===== src/rtl/recovery_sequencer.sv =====
// -----------------------------------------------------------------------------
// recovery_sequencer
//
// Purpose:
//   Steers the out-of-order core through branch-mispredict recovery:
//   flush RS/ROB/LSQ, wait for all three flush acknowledgements (bounded by
//   a timeout), restore the rename map, then redirect fetch to the correct PC.
//   A mispredict from an older branch arriving mid-recovery restarts the
//   sequence on the older branch; younger ones are ignored.
//
// Ports:
//   clk, rst           clock and synchronous active-high reset
//   mispredict_valid   mispredict reported this cycle
//   mispredict_pc      correct target PC of the mispredicted branch
//   mispredict_tag     ROB tag of the mispredicted branch
//   rob_head_tag       current ROB head, reference point for tag age
//   rs/rob/lsq_flush_ack  single-cycle flush-done pulses
//   redirect_ready     fetch accepts the redirect
//   flush_req          one-cycle flush command, boundary on flush_tag
//   restore_map        rename-map checkpoint restore enable
//   redirect_valid/pc  fetch redirect, held until redirect_ready
//   stall_front        holds fetch/decode/dispatch while recovering
//   timeout_err        sticky flag: acks did not all arrive in time
//   state              IDLE=0 FLUSH=1 WAIT_ACK=2 RESTORE=3 REDIRECT=4
// -----------------------------------------------------------------------------
module recovery_sequencer #(
  parameter int XLEN           = 32,
  parameter int ROB_TAG_W      = 5,
  parameter int ACK_TIMEOUT    = 15,
  parameter int RESTORE_CYCLES = 2
) (
  input  logic                 clk,
  input  logic                 rst,
  input  logic                 mispredict_valid,
  input  logic [XLEN-1:0]      mispredict_pc,
  input  logic [ROB_TAG_W-1:0] mispredict_tag,
  input  logic [ROB_TAG_W-1:0] rob_head_tag,
  input  logic                 rs_flush_ack,
  input  logic                 rob_flush_ack,
  input  logic                 lsq_flush_ack,
  input  logic                 redirect_ready,
  output logic                 flush_req,
  output logic [ROB_TAG_W-1:0] flush_tag,
  output logic                 restore_map,
  output logic                 redirect_valid,
  output logic [XLEN-1:0]      redirect_pc,
  output logic                 stall_front,
  output logic                 timeout_err,
  output logic [2:0]           state
);

  typedef enum logic [2:0] {
    IDLE     = 3'd0,
    FLUSH    = 3'd1,
    WAIT_ACK = 3'd2,
    RESTORE  = 3'd3,
    REDIRECT = 3'd4
  } state_e;

  localparam int AckCntW = $clog2(ACK_TIMEOUT + 1);
  localparam int ResCntW = (RESTORE_CYCLES > 1) ? $clog2(RESTORE_CYCLES) : 1;
  localparam logic [AckCntW-1:0] AckLast = AckCntW'(ACK_TIMEOUT - 1);
  localparam logic [ResCntW-1:0] ResLast = ResCntW'(RESTORE_CYCLES - 1);

  state_e               state_q, state_d;
  logic [XLEN-1:0]      cur_pc_q, cur_pc_d;
  logic [ROB_TAG_W-1:0] cur_tag_q, cur_tag_d;
  logic [2:0]           ack_q, ack_d;
  logic [AckCntW-1:0]   ack_cnt_q, ack_cnt_d;
  logic [ResCntW-1:0]   res_cnt_q, res_cnt_d;
  logic                 timeout_q, timeout_d;

  logic                 flush_req_q;
  logic [ROB_TAG_W-1:0] flush_tag_q;
  logic                 restore_map_q;
  logic                 redirect_valid_q;
  logic [XLEN-1:0]      redirect_pc_q;
  logic                 stall_front_q;

  logic [2:0]           ack_in;
  logic [ROB_TAG_W-1:0] new_age;
  logic [ROB_TAG_W-1:0] cur_age;
  logic                 preempt;

  assign ack_in = {rs_flush_ack, rob_flush_ack, lsq_flush_ack};

  // Ages are distances from the ROB head; modular subtraction handles wrap.
  assign new_age = mispredict_tag - rob_head_tag;
  assign cur_age = cur_tag_q - rob_head_tag;
  assign preempt = mispredict_valid && (state_q != IDLE) && (new_age < cur_age);

  // Next-state logic. An older mispredict overrides whatever the current
  // state would have done, including a redirect handshake in the same cycle.
  always_comb begin
    state_d   = state_q;
    cur_pc_d  = cur_pc_q;
    cur_tag_d = cur_tag_q;
    ack_d     = ack_q;
    ack_cnt_d = ack_cnt_q;
    res_cnt_d = res_cnt_q;
    timeout_d = timeout_q;

    case (state_q)
      IDLE: begin
        if (mispredict_valid) begin
          state_d = FLUSH;
        end
      end
      FLUSH: begin
        ack_d   = ack_q | ack_in;
        state_d = WAIT_ACK;
      end
      WAIT_ACK: begin
        ack_d = ack_q | ack_in;
        if (&(ack_q | ack_in)) begin
          state_d = RESTORE;
        end else if (ack_cnt_q == AckLast) begin
          timeout_d = 1'b1;
          state_d   = RESTORE;
        end else begin
          ack_cnt_d = ack_cnt_q + AckCntW'(1);
        end
      end
      RESTORE: begin
        if (res_cnt_q == ResLast) begin
          res_cnt_d = '0;
          state_d   = REDIRECT;
        end else begin
          res_cnt_d = res_cnt_q + ResCntW'(1);
        end
      end
      REDIRECT: begin
        if (redirect_ready) begin
          state_d = IDLE;
        end
      end
      default: begin
        state_d = IDLE;
      end
    endcase

    // Any entry into FLUSH captures the branch and starts collection afresh.
    if ((state_q == IDLE && mispredict_valid) || preempt) begin
      state_d   = FLUSH;
      cur_pc_d  = mispredict_pc;
      cur_tag_d = mispredict_tag;
      ack_d     = '0;
      ack_cnt_d = '0;
      res_cnt_d = '0;
    end
  end

  // State and bookkeeping registers. Outputs are registered copies decoded
  // from the next state so every output is glitch-free and aligned with state.
  always_ff @(posedge clk) begin
    if (rst) begin
      state_q          <= IDLE;
      cur_pc_q         <= '0;
      cur_tag_q        <= '0;
      ack_q            <= '0;
      ack_cnt_q        <= '0;
      res_cnt_q        <= '0;
      timeout_q        <= 1'b0;
      flush_req_q      <= 1'b0;
      flush_tag_q      <= '0;
      restore_map_q    <= 1'b0;
      redirect_valid_q <= 1'b0;
      redirect_pc_q    <= '0;
      stall_front_q    <= 1'b0;
    end else begin
      state_q          <= state_d;
      cur_pc_q         <= cur_pc_d;
      cur_tag_q        <= cur_tag_d;
      ack_q            <= ack_d;
      ack_cnt_q        <= ack_cnt_d;
      res_cnt_q        <= res_cnt_d;
      timeout_q        <= timeout_d;
      flush_req_q      <= (state_d == FLUSH);
      flush_tag_q      <= (state_d == FLUSH) ? cur_tag_d : '0;
      restore_map_q    <= (state_d == RESTORE);
      redirect_valid_q <= (state_d == REDIRECT);
      redirect_pc_q    <= (state_d == REDIRECT) ? cur_pc_d : '0;
      stall_front_q    <= (state_d != IDLE);
    end
  end

  assign flush_req      = flush_req_q;
  assign flush_tag      = flush_tag_q;
  assign restore_map    = restore_map_q;
  assign redirect_valid = redirect_valid_q;
  assign redirect_pc    = redirect_pc_q;
  assign stall_front    = stall_front_q;
  assign timeout_err    = timeout_q;
  assign state          = state_q;

endmodule

===== config.mk =====
export PLATFORM = sky130hd
export DESIGN_NAME = recovery_sequencer
export DESIGN_NICKNAME = d
export VERILOG_FILES = /design/src/rtl/recovery_sequencer.sv
export SDC_FILE = /design/constraint.sdc
export NUM_CORES = 1
export LEC_CHECK = 0
export BUFFER_PORTS_ARGS = -buffer_cell sky130_fd_sc_hd__buf_2
export CAP_MARGIN = 20
export CORE_MARGIN = 2
export CORE_UTILIZATION = 55
export CTS_CLUSTER_DIAMETER = 200
export DETAILED_ROUTE_END_ITERATION = 10
export PLACE_DENSITY = 0.84
export SYNTH_ARGS = -nofsm -noshare
export SYNTH_HDL_FRONTEND = slang
export SYNTH_SLANG_ARGS = --single-unit

===== constraint.sdc =====
create_clock -name clk -period 10.6 [get_ports clk]
set_clock_uncertainty 0.15 [all_clocks]
set_input_delay 3.18 -clock clk [delete_from_list [all_inputs] [get_ports clk]]
set_output_delay 3.18 -clock clk [all_outputs]
set_load 0.03 [all_outputs]

Word-level counts from Yosys, hierarchy flattened. Cells that the tools add are included.

Flip-flop bits (word level): 90. Bits in latches: 0. RAM bits: 0. Bits in read-only memories: 0. Output and inout bits: 45. Memories: 0.

$add $sub $neg: 4. Multipliers: 0. Divide/modulo/power cells: 0. Magnitude comparators: 1. Equality and inequality tests: 8. Shift-type cells: 0. Multiplexer cells: 10. Bitwise gates (word level): 5. Reductions and logical operators: 14.

Operator list (count): $mux W32 (1); $mux W3 (6); $pmux W3 S5 (1); $sub A5 B5 Y5 (2); $eq A3 B2 Y1 const B (3); $reduce_and A3 Y1 (3); $reduce_or A2 Y1 (4); $eq A3 B1 Y1 const B (2); $eq A3 B3 Y1 const B (2); $reduce_bool A3 Y1 (2); $lt A5 B5 Y1 (1); $mux W5 (1); $add A4 B1 Y4 const B (1); $eq A4 B4 Y1 const B (1); $not A1 Y1 (4); $logic_and A1 B1 Y1 (3); $logic_not A3 Y1 (1); $or A3 B3 Y3 (1); $add A1 B1 Y1 const B (1); $logic_or A1 B1 Y1 (1); $mux W1 (1).

Logic depth before layout (Yosys ltp).
Depth in word-level cells: 8. Depth in mapped cells: 15. Depth with buffers taken out: 13.

Worst setup path before layout. Ideal clock, no wire load.

Path type: in2reg. Start point: input mispredict_tag[0]. End point: register cur_pc_q[1]. Setup time: 0.128 ns. Arrival: 5.457 ns. Required time: 10.322 ns. Setup slack: 4.865 ns. Stages on the path: 15. Cell sequence: inv_1 ha_1 inv_2 fa_1 a21o_1 a21oi_1 xnor2_1 ha_1 nand2_1 a31oi_1 a21oi_2 buf_6 buf_6 mux2i_1 nor2_1.

Word-level cells in the longest chain between the ends: 5.

Ends and longest elaborated chain: start, declared (line 36) `input logic [ROB_TAG_W-1:0] mispredict_tag,`; $sub A5 B5 Y5 (line 88) `assign new_age = mispredict_tag - rob_head_tag;`; $lt A5 B5 Y1 (line 90) `assign preempt = mispredict_valid && (state_q != IDLE) && (new_age < cur_age);`; $logic_and A1 B1 Y1 (line 90); $logic_or A1 B1 Y1 (line 143) `if ((state_q == IDLE && mispredict_valid) || preempt) begin`; $mux W32 (line 143); end signal, assigned (line 172) `cur_pc_q <= cur_pc_d;`; end, declared (line 66) `logic [XLEN-1:0] cur_pc_q, cur_pc_d;`.

Every way passes these cells. A chain may end at the register's enable or synchronous reset.

Worst setup path in the final report.
Start point: input mispredict_tag[0]. End point: register restore_map_q (netlist: restore_map).

Word-level cells in the longest chain between the ends: 6.

Ends and longest elaborated chain: $sub A5 B5 Y5 (line 88); $lt A5 B5 Y1 (line 90); $logic_and A1 B1 Y1 (line 90); $logic_or A1 B1 Y1 (line 143); $mux W3 (line 143); $eq A3 B2 Y1 (line 180) `restore_map_q <= (state_d == RESTORE);`; end signal, assigned (line 180); end, declared (line 75) `logic restore_map_q;`.

Every way passes these cells.

==> results_dict.tcl <==
set metrics [dict create \
    clk_latency_ns 0.35 \
    arrival_ns 6.16 \
    required_ns 10.69 \
    wl_met2_um 2871 \
    cap_violations 0 \
    maxSlewHeadroom_pct 46.73 \
    place_worst_setup_slack_ns 4.125 \
    share_of_final_layout_standard_cells_stronger_than_drive_strength_1_pct 28.99 \
    yosysUniqueCellTypes 38 \
    grt_pass1_wl_um 10080 \
    whs_endpoint "ack_q[1]$_SDFFE_PP0P_" \
    met3WireLength_um 464 \
    syn-num-nets 383 \
    worst-r2r-setup-slack_ns 7.14 \
    setup.worst_path.start_class "primary input" \
    p_seq_share_pct 43.8 \
    clkTransAtPathRegs_ns 0.09 \
    grt_max_degree 45 \
    muxShareOfSynthArea_pct 11.29 \
    top_layer "met4" \
    worstSetupPathType "primary input to flop" \
    coreArea_sq_mm 0.005851 \
    first_pass_iters 4 \
    hold_path_cell_cnt 2 \
    timing.rr.start "cur_tag_q[0]$_SDFF_PP0_" \
    finalMaxSlewViolations 0 \
    synth_cells 318 \
    worstReg2RegEnd "restore_map$_SDFF_PP0_" \
    placementRows 28 \
    p_clk_share_pct 23.7 \
    worstHoldPathType "flop to flop" \
    design.die.area_sq_mm 0.006598 \
    finish.cell_count_without_fillers 489 \
    postLayoutCoreUtil_pct 68.18 \
    grt_antenna_before_repair 0 \
    syn_to_final_growth_pct 21.59 \
    path_max_fanout 40 \
    worst_hold_startpoint "ack_q[1]$_SDFFE_PP0P_" \
    multi_input_area_sq_mm 0.001349 \
    die_width_um 81.23 \
    arithmetic_cell_share_of_the_synthesized_area_counting_full_adders_half_adders_and_majority_gates_pct 6.560 \
    route.vias.total 2384 \
    cts_inserted_buffers 9 \
    end_kind "flop" \
    wl_per_cell_um 12.58 \
    synth_compound_area_share_pct 4.691 \
    swShare_pct 34.86 \
    setup_violations 0 \
    wl_met1_um 2732 \
    grt_overflow_total 0 \
    start_util_pct 56.07 \
    cts_setup_buffers 0 \
    nNetsFinal 474 \
    post_synth_xor_area_fraction_pct 3.471 \
    synth_warnings 0 \
    power.ir.vdd_worst_mv 0.1668 \
    first_global_vias 2274 \
    tightestPinTransition_ns 0.7990 \
    combinationalPowerShare_pct 32.4 \
    antenna_violating_nets_left 0 \
    grt_usage_pct 20.32 \
    detailedRoute.firstIterationViolations 98 \
    cts.path.max_buffers 2 \
    fill_cell_total_of_the_finished_layout 472 \
    ys_seq_elements 90 \
    yosys.area_share.simple_pct 14.87 \
    cts_hold_buffers 0 \
    outcome "complete, no violations" \
    timing_hold_violations_final 0 \
    rr_worst_depth 14 \
    drt-vias-per-instance 4.875 \
    p_total_uw 940.0 \
    tritoncts_sink_count 90 \
    synth_top_family_by_area "simple AND/OR/NAND/NOR gates" \
    tritoncts_clock_tree "yes" \
    synth_seq_area_share_pct 54.92 \
    cts_resized 0 \
    launch_point_of_the_critical_path "mispredict_tag[0]" \
    timing.setup.tns_ns 0 \
    gpl.final_weighted_congestion 0.7690 \
    io_buffers 93 \
    antenna_cells 0 \
    cts-root-buf "clkbuf_8" \
    internal_power_uw 612.3 \
    synth_area_per_cell_sq_um 10.32 \
    cts_max_level 3 \
    power_per_cell_area_mw_per_mm2 235.7 \
    final_worst_path_setup_slack_ns 4.532 \
    remaining_drc_errors 0 \
    ios 94 \
    drt-total-wl_um 6154 \
    power_leakage_nw 1.979 \
    clock.fmax_ghz 0.1648 \
    dpl.cell_count 472 \
    power.net_switching_uw 327.7 \
    place_hpwl_um 4243 \
    grt_setup_unrepaired "false" \
    final_period_minus_worst_setup_slack_ns 6.068 \
    synth_area_sq_mm 0.003281 \
    die_y_um 81.23 \
    timing.final.crit_share_pct 57.25 \
    storage_cell_area_sq_mm 0.001802 \
]
==> how the worst max path moves through the flow <==
stage | cells after the start | endpoint | slack (ns)
global placement | 14 | redirect_pc[10]$_SDFF_PP0_ | 4.29
CTS | 15 | restore_map$_SDFF_PP0_ | 4.49
finish | 15 | restore_map$_SDFF_PP0_ | 4.53
detailed placement | 15 | restore_map$_SDFF_PP0_ | 4.12
global route | 15 | restore_map$_SDFF_PP0_ | 4.30
floorplan | 15 | cur_pc_q[1]$_SDFF_PP0_ | 4.87
==> sequential cells by signal, summed over array words and instances, names as in the netlist <==
signal / flops
res_cnt_q: 1
state: 3
restore_map: 1
stall_front: 1
cur_tag_q: 5
flush_tag: 5
flush_req: 1
ack_cnt_q: 4
redirect_pc: 32
timeout_err: 1
cur_pc_q: 32
ack_q: 3
redirect_valid: 1
==> routing by layer <==
| layer | global-route usage (%) | vias to the layer above |
|---|---|---|
| met5 | 0 | - |
| met4 | 7.288 | 0 |
| met3 | 7.889 | 9 |
| met2 | 32.81 | 77 |
| met1 | 24.68 | 1081 |
| li1 | - | 1217 |
==> metrics by stage <==
step                instance area, sq um  hold WS [ns]
floorplan                           3281        0.2790
global placement                    3770        0.2905
detailed placement                  3770        0.3131
CTS                                 3961        0.3335
global route                        3989        0.3644
finish                              3989        0.3266
==> kinds of logic after synthesis <==
logic type,count (synthesis)
adder cells (fa/ha/maj),16
flip-flops,90
AND/OR/NAND/NOR,110
buffers and inverters,29
AO/OA/AOI/OAI,23
multiplexers,37
XOR/XNOR,13
==> worst max-delay path: stages <==
cell,delay [ns]
buf_2,0.11
inv_1,0.07
ha_1,0.17
inv_2,0.05
fa_1,0.39
a21o_1,0.17
a21oi_1,0.16
xnor2_1,0.10
ha_1,0.30
nand2_1,0.05
a31oi_1,0.25
a21oi_4,0.05
buf_4,0.34
or2_1,0.43
nor4_1,0.34
==> synth_stat cells, drive strengths merged <==
library cell | n | area (sq um)
or3 | 1 | 6.260
clkbuf | 6 | 22.52
mux2i | 37 | 370.4
o22a | 1 | 8.760
a211o | 1 | 8.760
nor4 | 1 | 6.260
nor2 | 81 | 304.0
a21o | 4 | 30.03
xnor2 | 7 | 61.31
xor2 | 6 | 52.55
dfxtp | 90 | 1802
and2 | 5 | 31.28
ha | 14 | 175.2
nand2 | 6 | 22.52
nand3 | 2 | 10.01
or2 | 3 | 18.77
nand3b | 1 | 7.510
a21oi | 10 | 53.80
and2b | 1 | 7.510
or3b | 1 | 8.760
buf | 9 | 62.55
a31oi | 3 | 18.77
inv | 14 | 52.55
o21ai | 1 | 5.000
and3 | 2 | 12.51
a211oi | 2 | 20.02
nor2b | 2 | 12.51
fa | 2 | 40.04
nor4b | 1 | 23.77
nand4 | 1 | 6.260
o31a | 1 | 8.760
nor3 | 2 | 10.01
==> layout by cell type, fill, tap and decap left out, types with 2 or more instances in the layout <==
cell type | Yosys | layout
inv_1 | 9 | 9
or2_1 | 2 | 2
nand2_1 | 6 | 6
fa_1 | 2 | 2
nand3_1 | 2 | 2
ha_1 | 14 | 14
and2_1 | 5 | 5
a21o_1 | 4 | 4
nor3_1 | 2 | 2
nor2b_1 | 2 | 2
a21oi_1 | 9 | 9
mux2i_1 | 37 | 37
buf_2 | 5 | 93
inv_2 | 5 | 5
and3_1 | 2 | 2
a31oi_1 | 3 | 3
xnor2_1 | 7 | 7
nor2_1 | 81 | 81
xor2_1 | 6 | 6
inv_6 | 0 | 4
dfxtp_1 | 90 | 90
clkbuf_8 | 0 | 9
==> power groups by stage <==
stage	registers (mW)	logic (mW)	clock network, mW
6_report	0.412	0.305	0.223
5_1_grt	0.419	0.339	0.246
4_1_cts	0.413	0.307	0.229
3_5_place_dp	0.420	0.304	0
3_3_place_gp	0.418	0.294	0
2_1_floorplan	0.432	0.241	0
==> layout make-up <==
| cell class | instances | area share (%) |
|---|---|---|
| Sequential cell | 90 | 45.17 |
| Tap cell | 75 | 2.353 |
| Multi-Input combinational cell | 199 | 33.81 |
| Clock inverter | 7 | 1.694 |
| Timing Repair Buffer | 95 | 12.55 |
| Inverter | 14 | 1.317 |
| Clock buffer | 9 | 3.105 |
Power figures use the tool's default switching activity.
